===== src/rtl/ctrl_unit_mc.sv =====
// RV32 ID-stage sequencing control unit: opcode decode, bubble gating,
// multi-cycle MUL/DIV stall sequencer and halt drain to a sticky halted flag.
module ctrl_unit_mc #(
  parameter int MULDIV_LAT   = 4,
  parameter int DRAIN_CYCLES = 3,
  parameter int ENABLE_M     = 1
) (
  input  logic       clk,
  input  logic       reset,
  input  logic [6:0] opcode,
  input  logic [6:0] funct7,
  input  logic       id_valid,
  input  logic       flush,
  output logic       ALU_src,
  output logic [1:0] wb_data_src,
  output logic       reg_write,
  output logic       mem_read,
  output logic       mem_write,
  output logic [1:0] ALU_op,
  output logic [1:0] ctrl_transfer,
  output logic       muldiv,
  output logic       stall,
  output logic       halt,
  output logic       halted
);
  localparam int MAXC = (MULDIV_LAT > DRAIN_CYCLES) ? MULDIV_LAT : DRAIN_CYCLES;
  localparam int CW   = $clog2(MAXC + 1);
  localparam logic [CW-1:0] MD_LOAD = CW'((MULDIV_LAT > 1) ? MULDIV_LAT - 2 : 0);
  localparam logic [CW-1:0] DR_LOAD = CW'(DRAIN_CYCLES - 1);

  localparam logic [1:0] S_RUN = 2'd0, S_MULDIV = 2'd1, S_DRAIN = 2'd2, S_HALTED = 2'd3;

  logic [1:0]    state_q, state_d;
  logic [CW-1:0] cnt_q, cnt_d;

  logic       d_alu_src, d_rw, d_mr, d_mw, d_md, is_halt;
  logic [1:0] d_wb, d_aop, d_ct;

  always_comb begin
    d_alu_src = 1'b0; d_wb = 2'b00; d_rw = 1'b0; d_mr = 1'b0; d_mw = 1'b0;
    d_aop = 2'b00; d_ct = 2'b00; d_md = 1'b0; is_halt = 1'b0;
    case (opcode)
      7'b0000011: begin d_alu_src = 1'b1; d_wb = 2'b01; d_rw = 1'b1; d_mr = 1'b1; end
      7'b0100011: begin d_alu_src = 1'b1; d_mw = 1'b1; end
      7'b0110011: begin
        d_rw = 1'b1; d_aop = 2'b01;
        d_md = (ENABLE_M != 0) && (funct7 == 7'b0000001);
      end
      7'b0010011: begin d_alu_src = 1'b1; d_rw = 1'b1; d_aop = 2'b01; end
      7'b0110111: begin d_alu_src = 1'b1; d_wb = 2'b11; d_rw = 1'b1; end
      7'b1100011: begin d_aop = 2'b10; d_ct = 2'b01; end
      7'b1101111: begin d_wb = 2'b10; d_rw = 1'b1; d_ct = 2'b10; end
      7'b1100111: begin d_alu_src = 1'b1; d_wb = 2'b10; d_rw = 1'b1; d_ct = 2'b11; end
      7'b1111111: is_halt = 1'b1;
      default: ;
    endcase
  end

  logic stall_c, halt_c, halted_c, issue_c;

  always_comb begin
    state_d = state_q;
    cnt_d   = cnt_q;
    stall_c = 1'b0;
    halt_c  = 1'b0;
    issue_c = 1'b0;
    case (state_q)
      S_RUN: if (!flush && id_valid) begin
        if (is_halt) begin
          halt_c = 1'b1; stall_c = 1'b1; cnt_d = DR_LOAD; state_d = S_DRAIN;
        end else if (d_md && MULDIV_LAT > 1) begin
          stall_c = 1'b1; cnt_d = MD_LOAD; state_d = S_MULDIV;
        end else begin
          issue_c = 1'b1;
        end
      end
      // flush aborts the sequence outright, even in its final cycle
      S_MULDIV: if (flush) begin
        state_d = S_RUN; cnt_d = '0;
      end else if (cnt_q != '0) begin
        stall_c = 1'b1; cnt_d = cnt_q - CW'(1);
      end else begin
        state_d = S_RUN; issue_c = id_valid;
      end
      S_DRAIN: begin
        stall_c = 1'b1;
        if (cnt_q != '0) cnt_d = cnt_q - CW'(1);
        else             state_d = S_HALTED;
      end
      S_HALTED: stall_c = 1'b1;
      default: state_d = S_RUN;
    endcase
    // halted rises in the last drain cycle so it lags HALT by DRAIN_CYCLES
    halted_c = (state_q == S_HALTED) || (state_q == S_DRAIN && cnt_q == '0);
  end

  always_ff @(posedge clk or posedge reset) begin
    if (reset) begin
      state_q <= S_RUN;
      cnt_q   <= '0;
    end else begin
      state_q <= state_d;
      cnt_q   <= cnt_d;
    end
  end

  logic en;
  assign en            = issue_c && !reset;
  assign ALU_src       = en & d_alu_src;
  assign wb_data_src   = en ? d_wb  : 2'b00;
  assign reg_write     = en & d_rw;
  assign mem_read      = en & d_mr;
  assign mem_write     = en & d_mw;
  assign ALU_op        = en ? d_aop : 2'b00;
  assign ctrl_transfer = en ? d_ct  : 2'b00;
  assign muldiv        = en & d_md;
  assign stall         = stall_c  & !reset;
  assign halt          = halt_c   & !reset;
  assign halted        = halted_c & !reset;
endmodule


===== config.mk =====
export PLATFORM = sky130hd
export DESIGN_NAME = ctrl_unit_mc
export DESIGN_NICKNAME = d
export VERILOG_FILES = /design/src/rtl/ctrl_unit_mc.sv
export SDC_FILE = /design/constraint.sdc
export NUM_CORES = 1
export LEC_CHECK = 0
export CORE_MARGIN = 2
export CORE_UTILIZATION = 38
export DETAILED_ROUTE_END_ITERATION = 16
export HOLD_SLACK_MARGIN = 0.03
export PLACE_DENSITY = 0.74
export SYNTH_ARGS = -nofsm -noshare
export SYNTH_HDL_FRONTEND = slang
export SYNTH_SLANG_ARGS = --single-unit

===== constraint.sdc =====
create_clock -name clk -period 3.67 [get_ports clk]
set_input_delay 0.5505 -clock clk [delete_from_list [all_inputs] [get_ports clk]]
set_output_delay 0.5505 -clock clk [all_outputs]
set_load 0.02 [all_outputs]

==> run metrics, run 1 <==
DRT antenna net count 0; CTS clk-pin slew, worst paths 50 ps; Hold Path Class register to register; multiplexer share of the synthesized area 4.14%; Worst Clk Skew 11.0 ps; CP required 3120 ps; clk_lat worst skew 260 ps; Final GP Congestion 0.765; Die Width 47.7 um; area delta synth->final 55.2%; H-tree Lvls 1; GR Util All Layers 19.9%; largest family of logic cells by synthesized area simple AND/OR/NAND/NOR gates; nets@finish 155; TritonCTS Buffers 3; WL/cell 13.8 um; Overflow after GRT 0; maxcap violations 0; CTS tree done; diode count 0; setup TNS 0 ps; final setup violation count 0; height of the die 47.7 um; R2R setup slack 1890 ps; core region area 0.00176 mm^2; top_reg_cell synth dfrtp_1; I/O Pins 32; multi-input logic area 533 um^2; Leak 0.629 nW; syn_area_per_cell 7.80 um^2; Non-Filler Instances 155; status completed; layout cell share with drive strength beyond 1 16.2%; RSZ-0062 raised after global routing no; final worst path period need 3630 ps; Critical Path Sink Type output pin; placed cell count 151; power density cells 390 mW/mm^2; peak fanout along the critical path 2; WHS 544 ps; fmax 0.275 GHz; Distinct cells, synth 37; Synth Area in Compound Gates 19.8%; detailed-route DRC error count 0; sequential share of the synthesized area 17.2%; register area 125 um^2; post-synthesis register bit count 5; number of synthesized flops with an enable pin 0; cells after synthesis 93; simple-gate share of the synthesized area 37.9%; DR iter-0 viols 22; syn nets 117; Max Root-Sink Buffers 2; iteration count of the initial detailed-routing pass 4; Die ar. 0.00228 mm^2; Buffers on Ports 31; # rows 15; mapped cell area 726 um^2; via count 848; count of clock tree sinks 5; Ys Warns 0; Slew Limit Fails 0; fin crit share 98.9%; fill cell count 168; Worst setup SP type input pin; Setup CP Type input pin to output pin; initial antenna violation count 0; first-pass GRT wire length 3180 um; Post-Synth Adder-Cell Area 10.3%; Hold Vio Cnt, Final 0; largest net degree at the start of global routing 11; Arr. time, crit path 3080 ps; number of vias per cell 5.47; Post-CTS Hold Buffers 0; dpl hpwl 1730 um; Starting Density 41.1%; Worst Tran Pin Value 406 ps; Synth Area in XOR/XNOR 1.21%; Post-synth ARST share 100%; vias in the first global route 750; Slew headroom 72.2%; Root Driver clkbuf_4; Peak VDD IR 0.353 mV; drt total wl 2140 um
[layer usage]
| metal | track usage [%] | share of wire [%] |
|---|---|---|
| met5 | 0 | 0 |
| met4 | 5.41 | 0.84 |
| met3 | 5.66 | 5.2 |
| met2 | 36.8 | 54 |
| met1 | 21.9 | 40 |
[critical path: stages]
cell and delay (ps):
clkdlybuf4s50_1 410, or4_4 540, or4_1 530, a32o_2 310
and3_2 210, clkdlybuf4s50_1 530
[state kept, by name (all words and copies together), names as in the netlist]
| register | count |
|---|---|
| cnt_q | 3 |
| state_q | 2 |
[cell usage after synthesis, drive strengths merged (2+ instances only)]
| library cell | n | area (um^2) |
|---|---|---|
| clkbuf | 2 | 27.5 |
| and3 | 2 | 13.8 |
| dfrtp | 5 | 125 |
| mux2i | 3 | 30.0 |
| ha | 6 | 75.1 |
| a21oi | 4 | 20.0 |
| o31ai | 2 | 15.0 |
| o21ai | 4 | 20.0 |
| o22ai | 2 | 12.5 |
| nand4 | 2 | 27.5 |
| or2 | 4 | 25.0 |
| nor2b | 2 | 12.5 |
| nor3 | 6 | 30.0 |
| or4 | 2 | 18.8 |
| inv | 8 | 30.0 |
| nor2 | 10 | 37.5 |
| nand2b | 2 | 12.5 |
| or3 | 2 | 12.5 |
| or3b | 2 | 17.5 |
| buf | 2 | 10.0 |
| nor4 | 4 | 31.3 |
| nand2 | 5 | 18.8 |
| a32o | 2 | 21.3 |
| a211oi | 2 | 15.0 |
[cell type report]
type	instances	share of cell area, %
timing repair buffer	37	33.8
sequential	5	11.1
multi-input combinational	76	47.3
tap	25	2.78
inverter	8	2.67
clock buffer	4	2.33
[cells in the final DEF, fill, tap and decap left out, types with 4 or more instances in the layout]
| master | instances |
|---|---|
| nor3_1 | 6 |
| dlymetal6s2s_1 | 10 |
| inv_1 | 8 |
| nor2_1 | 10 |
| or2_2 | 4 |
| a21oi_1 | 4 |
| dfrtp_1 | 5 |
| clkdlybuf4s50_1 | 21 |
| nand2_1 | 5 |
| buf_4 | 6 |
| o21ai_0 | 4 |
| ha_1 | 6 |
[worst paths after layout]
check                            from         end  cells past startpoint
max in group asynchronous       reset  state_q[1]                      2
max reg2reg                state_q[1]    cnt_q[2]                      6
min                          cnt_q[0]    cnt_q[0]                      1
min in group asynchronous       reset    cnt_q[0]                      2
max                         funct7[2]      muldiv                      6
min reg2reg                  cnt_q[0]    cnt_q[0]                      1
[kinds of logic (layout without fill, tap and decap cells)]
logic type	after synthesis	count (layout)
multiplexers	3	3
AO/OA/AOI/OAI	21	21
buffers and inverters	12	49
adder cells (fa/ha/maj)	6	6
AND/OR/NAND/NOR	45	45
XOR/XNOR	1	1
flip-flops	5	5
[where the power goes]
part	switching [W]	internal, W	leakage [nW]
logic	0.000154	0.000130	0.549
clock network	0.0000258	0.0000413	0.0150
registers	0.0000138	0.0000747	0.0651
total	0.000193	0.000246	0.629
[repair_timing]
action,4_1_cts,5_1_grt
endpoints found under the hold margin,0,0
endpoints found under the setup margin,0,10
buffers inserted,0,0
resized for setup,0,10
[metrics by stage]
step                utilization, %  area, um^2  total power, W  worst slack [ps]
floorplan                        -         726        0.000292               970
global placement              60.9        1070        0.000358              54.0
detailed placement            60.9        1070        0.000372              23.7
CTS                           62.4        1100        0.000439              26.9
global route                  63.8        1130        0.000474              3.97
finish                        63.8        1130        0.000440              39.0
Power figures use the tool's default switching activity.
==> inputs of run 2 (changes only) <==
--- a/config.mk
+++ b/config.mk
@@ -6,10 +6,10 @@
 export NUM_CORES = 1
 export LEC_CHECK = 0
 export CORE_MARGIN = 2
-export CORE_UTILIZATION = 38
+export CORE_UTILIZATION = 37
 export DETAILED_ROUTE_END_ITERATION = 16
 export HOLD_SLACK_MARGIN = 0.03
-export PLACE_DENSITY = 0.74
+export PLACE_DENSITY = 0.75
 export SYNTH_ARGS = -nofsm -noshare
 export SYNTH_HDL_FRONTEND = slang
 export SYNTH_SLANG_ARGS = --single-unit
==> constraint.sdc (replaced) <==
create_clock -name clk -period 3.07 [get_ports clk]
set_input_delay 0.4605 -clock clk [delete_from_list [all_inputs] [get_ports clk]]
set_output_delay 0.4605 -clock clk [all_outputs]
set_load 0.02 [all_outputs]
==> run 2 against run 1 <==
- clock power rose by 19%
- final area rose by 3.8%
- utilization fell by 2.4 points
- sequential share of layout area fell by 0.40 points
- sequential power rose by 19%
- cell count rose by 6.5%
- sequential cell count did not move
- hold slack got worse by 18 ps
- routed wire length rose by 7.0%
- critical path type unchanged
- critical endpoint is now mem_read
- largest cell class unchanged
==> run metrics, run 2 (same netlist as run 1, synthesis figures left out) <==
GRT met1 Usage 27.8% (was 21.9%); register area 125 um^2 (unchanged); most frequent cells in the layout 16 x clkdlybuf4s50_1, 15 x buf_4, 10 x nor2_1 (was 21 x clkdlybuf4s50_1, 10 x nor2_1, 10 x dlymetal6s2s_1); maxcap violations 0 (unchanged); Post-CTS Hold Buffers 0 (unchanged); Worst setup SP type input pin (unchanged); height of the die 48.3 um (was 47.7 um); diode count 0 (unchanged); dpl hpwl 1670 um (was 1730 um); vias in the first global route 810 (was 750); Worst Tran Pin Value 531 ps (was 406 ps); fin crit share 98.2%; Die Width 48.3 um (was 47.7 um); Critical Path Sink Type output pin (unchanged); first-pass GRT wire length 3480 um (was 3180 um); Root Driver clkbuf_4 (unchanged); Die ar. 0.00233 mm^2 (was 0.00228 mm^2); nets@finish 163 (was 155); power density cells 475 mW/mm^2 (was 390 mW/mm^2); placed cell count 160 (was 151); RSZ-0062 raised after global routing no (unchanged); met2 Usage GRT 35.0% (was 36.8%); CP max stage delay 530 ps (was 540 ps); Biggest register cnt_q (unchanged); final worst path period need 3010 ps; Overflow after GRT 0 (unchanged); detailed-route DRC error count 0 (unchanged); DRT antenna net count 0 (unchanged); I/O Pins 32 (unchanged); cell chain of the critical path clkdlybuf4s50_1 > or4_4 > or4_1 > a32o_2 > nand4_4 > nor4_1 > clkdlybuf4s15_2 (was clkdlybuf4s50_1 > or4_4 > or4_1 > a32o_2 > and3_2 > clkdlybuf4s50_1); worst slack, placed -378 ps (was 23.7 ps); Buffers on Ports 31 (unchanged); Slew headroom 64.5% (was 72.2%); Hold Vio Cnt, Final 0 (unchanged); Final Core Density 61.4% (was 63.8%); biggest regs cnt_q x3, state_q x2 (unchanged); peak fanout along the critical path 5 (was 2); fill cell count 186 (was 168); number of vias per cell 5.54 (was 5.47); Peak VDD IR 0.430 mV (was 0.353 mV); # rows 16 (was 15); Final GP Congestion 0.837 (was 0.765); via count 914 (was 848); Arr. time, crit path 2550 ps (was 3080 ps); GR Util All Layers 21.6% (was 19.9%); final setup violation count 0 (unchanged); status completed (unchanged); Non-Filler Instances 165 (was 155); met3 Use GR 6.30% (was 5.66%); crit path max-delay cell type or4_1 (was or4_4); Leak 0.512 nW (was 0.629 nW); iteration count of the initial detailed-routing pass 4 (unchanged); Starting Density 38.2% (was 41.1%); post-route setup slack 55.4 ps (was 39.0 ps); CTS clk-pin slew, worst paths 50 ps (about the same); WHS 526 ps (was 544 ps); multi-input logic area 572 um^2 (was 533 um^2); Worst Clk Skew 4.60 ps (was 11.0 ps); clk_lat worst skew 250 ps (was 260 ps); number of flip-flops in the largest register 3 (unchanged); count of clock tree sinks 5 (unchanged); drt total wl 2290 um (was 2140 um); R2R setup slack 1320 ps (was 1890 ps); largest net degree at the start of global routing 10 (was 11); GR peak layer met2 (unchanged); fmax 0.332 GHz; Setup CP Type input pin to output pin (unchanged); DR iter-0 viols 17 (was 22); H-tree Lvls 1 (unchanged); TritonCTS Buffers 3 (unchanged); initial antenna violation count 0 (unchanged); commonest non-fill, non-tap cell in the layout clkdlybuf4s50_1 (unchanged); Slew Limit Fails 0 (unchanged); core region area 0.00190 mm^2 (was 0.00176 mm^2); Hold Path Class input pin to asynchronous set/reset pin (was register to register); CTS tree done (unchanged); WL/cell 13.9 um (was 13.8 um); CP required 2610 ps (was 3120 ps); Max Root-Sink Buffers 2 (unchanged); layout cell share with drive strength beyond 1 29.7% (was 16.2%); area delta synth->final 61.0% (was 55.2%)
## run 2: changes by cell type in the layout (fill, tap and decap cells not counted), sizes merged
cell,previous run,this run
dlygate4sd2,0,3
dlymetal6s2s,10,1
buf,6,19
clkdlybuf4s50,21,16
clkdlybuf4s15,0,4
nand4,2,3
clkbuf,4,5
## run 2: power breakdown
group | leakage [nW] | switching, W | internal [W] | total (W)
sequential | 0.0651 | 0.0000154 | 0.0000894 | 0.000105
combinational | 0.431 | 0.000203 | 0.000167 | 0.000370
clock | 0.0150 | 0.0000305 | 0.0000493 | 0.0000799
## run 2: through the flow
stage | power, W | setup TNS (ps) | instance area [um^2]
floorplan | 0.000349 | 0 | 726
global placement | 0.000440 | -4070 | 1130
detailed placement | 0.000455 | -4260 | 1130
CTS | 0.000591 | -25.4 | 1170
global route | 0.000605 | 0 | 1170
finish | 0.000555 | 0 | 1170
## run 2: per-layer routing
layer | vias to the layer above | routed length (um)
met5 | - | 0
met4 | 0 | 38
met3 | 4 | 144
met2 | 33 | 1150
met1 | 440 | 962
li1 | 437 | -
## run 2: final timing paths
kind | from | to | depth (start not counted)
hold / removal | reset | cnt_q[2] | 2
setup / recovery | funct7[4] | mem_read | 7
min in group clk | cnt_q[2] | cnt_q[2] | 2
hold reg to reg | cnt_q[2] | cnt_q[2] | 2
setup reg to reg | state_q[1] | cnt_q[2] | 6
max in group asynchronous | reset | state_q[0] | 2
## run 2: what timing repair did
action	CTS	global route
gates cloned	1	0
pin swaps	4	4
endpoints found under the setup margin	12	10
setup buffers	1	0
resized for setup	50	6
## run 2: critical path: cells and delay by family
kind	cells	cell delay (ps)
AOI/OAI and AO/OA	1	340
buffers and inverters	2	640
and+or+nand+nor	4	1120
## run 2: cell type report
cell class	count	area share, %
repair buffers	44	32.7
flip-flops and latches	5	10.7
well taps	27	2.89
inverters	8	2.57
clock buffers	4	2.25
multi-input cells	77	48.9
==> inputs of run 3 (changes only) <==
--- a/config.mk
+++ b/config.mk
@@ -9,7 +9,7 @@
 export CORE_UTILIZATION = 37
 export DETAILED_ROUTE_END_ITERATION = 16
 export HOLD_SLACK_MARGIN = 0.03
-export PLACE_DENSITY = 0.75
+export PLACE_DENSITY = 0.86
 export SYNTH_ARGS = -nofsm -noshare
 export SYNTH_HDL_FRONTEND = slang
 export SYNTH_SLANG_ARGS = --single-unit
==> run 3 against run 2 <==
- power down 1.7%
- sequential power about the same
- fmax down 1.1%
- combinational power about the same
- worst setup slack worse by 34 ps
==> run metrics, run 3 (same netlist as run 1, synthesis figures left out) <==
via count 879 (was 914); detailed-route DRC error count 0 (unchanged); Critical Path Sink Type output pin (unchanged); met2 Usage GRT 32.4% (was 35.0%); Arr. time, crit path 2590 ps (was 2550 ps); TritonCTS Buffers 3 (unchanged); Final GP Congestion 0.814 (was 0.837); diode count 0 (unchanged); Overflow after GRT 0 (unchanged); WHS 516 ps (was 526 ps); nets@finish 162 (was 163); CTS tree done (unchanged); Biggest register cnt_q (unchanged); CTS clk-pin slew, worst paths 40 ps (was 50 ps); Die Width 48.3 um (unchanged); largest net degree at the start of global routing 11 (was 10); CP required 2610 ps (about the same); Worst Hold End cnt_q[0]; Leak 0.526 nW (was 0.512 nW); register area 125 um^2 (unchanged); Post-CTS Hold Buffers 0 (unchanged); first-pass GRT wire length 2880 um (was 3480 um); fmax 0.328 GHz (was 0.332 GHz); biggest regs cnt_q x3, state_q x2 (unchanged); Max Root-Sink Buffers 2 (unchanged); area delta synth->final 54.3% (was 61.0%); Worst Clk Skew 0.386 ps (was 4.60 ps); DR iter-0 viols 9 (was 17); Slew headroom 72.5% (was 64.5%); Hold Vio Cnt, Final 0 (unchanged); Worst Tran Pin Value 410 ps (was 531 ps); GR Util All Layers 16.8% (was 21.6%); drt total wl 2070 um (was 2290 um); post-route setup slack 21.4 ps (was 55.4 ps); worst slack, placed -387 ps (was -378 ps); GR peak layer met2 (unchanged); Starting Density 38.2% (unchanged); core region area 0.00190 mm^2 (unchanged); fin crit share 99.3% (was 98.2%); WL/cell 12.6 um (was 13.9 um); Tot Pwr 0.000545 W (was 0.000555 W); GRT met1 Usage 20.8% (was 27.8%); DRT antenna net count 0 (unchanged); final setup violation count 0 (unchanged); status completed (unchanged); R2R setup slack 1210 ps (was 1320 ps); H-tree Lvls 1 (unchanged); Die ar. 0.00233 mm^2 (unchanged); count of clock tree sinks 5 (unchanged); iteration count of the initial detailed-routing pass 4 (unchanged); # rows 16 (unchanged); most frequent cells in the layout 18 x clkdlybuf4s50_1, 12 x buf_4, 10 x nor2_1 (was 16 x clkdlybuf4s50_1, 15 x buf_4, 10 x nor2_1); multi-input logic area 552 um^2 (was 572 um^2); final worst path period need 3050 ps (was 3010 ps); r2r startpoint state_q[1] (unchanged); Buffers on Ports 31 (unchanged); initial antenna violation count 0 (unchanged); power density cells 487 mW/mm^2 (was 475 mW/mm^2); commonest non-fill, non-tap cell in the layout clkdlybuf4s50_1 (unchanged); Worst R2R End cnt_q[2] (unchanged); Hold Path Cell Cnt 1; layout cell share with drive strength beyond 1 29.2% (was 29.7%); Hold Path Class register to register (was input pin to asynchronous set/reset pin); Final Core Density 58.9% (was 61.4%); Slew Limit Fails 0 (unchanged); RSZ-0062 raised after global routing yes (was no); height of the die 48.3 um (unchanged); dpl hpwl 1690 um (was 1670 um); number of vias per cell 5.36 (was 5.54); I/O Pins 32 (unchanged); peak fanout along the critical path 5 (unchanged); Setup CP Type input pin to output pin (unchanged); Root Driver clkbuf_4 (unchanged); maxcap violations 0 (unchanged); fill cell count 170 (was 186); clk_lat worst skew 230 ps (was 250 ps); met3 Use GR 0% (was 6.30%); R2R cell count 6 (unchanged); number of flip-flops in the largest register 3 (unchanged); hold path start cnt_q[0]; Worst setup SP type input pin (unchanged); Setup crit start funct7[6] (was funct7[4]); vias in the first global route 721 (was 810); Peak VDD IR 0.501 mV (was 0.430 mV)
[run 3: worst max-delay path by stage]
stage,end,slack (ps)
after floorplan,ALU_src,550
after global placement,ALU_src,-360
after detailed placement,ALU_src,-390
after CTS,ALU_src,-110
after global routing,reg_write,-20
final,reg_write,20
[run 3: layout make-up]
cell class / count / area share, %
clock buffers: 4 / 2.35
inverters: 8 / 2.68
multi-input cells: 77 / 49.3
flip-flops and latches: 5 / 11.2
well taps: 27 / 3.02
repair buffers: 43 / 31.5
[run 3: repair_timing]
action,in CTS,in global routing
endpoints found under the setup margin,12,11
setup buffers,0,0
pin swaps,1,3
cloned,0,1
resized for setup,49,7
[run 3: metrics by stage]
step | std cells | setup TNS (ps) | area (um^2)
after CTS | 163 | -115 | 1100
final | 164 | 0 | 1120
after detailed placement | 159 | -4280 | 1120
after global placement | 159 | -4020 | 1120
after global routing | 164 | -68.6 | 1120
after floorplan | 93 | 0 | 726
[run 3: layer usage]
| metal | up-vias | part of all wire [%] |
|---|---|---|
| met5 | - | 0 |
| met4 | 0 | 0 |
| met3 | 0 | 4.3 |
| met2 | 24 | 52 |
| met1 | 417 | 43 |
| li1 | 438 | - |
[run 3: worst max-delay path, cell delays in order]
cell,delay (ps)
clkdlybuf4s50_1,400
or4_4,530
or4_4,510
a32o_2,320
nand4_2,130
nor2_1,70
buf_2,160
[run 3: where the power goes]
| part | leakage (nW) | switching, W | total (W) | internal, W |
|---|---|---|---|---|
| registers | 0.0651 | 0.0000137 | 0.000103 | 0.0000893 |
| clock network | 0.0150 | 0.0000221 | 0.0000709 | 0.0000488 |
| logic | 0.446 | 0.000194 | 0.000372 | 0.000177 |
| total | 0.526 | 0.000230 | 0.000545 | 0.000315 |
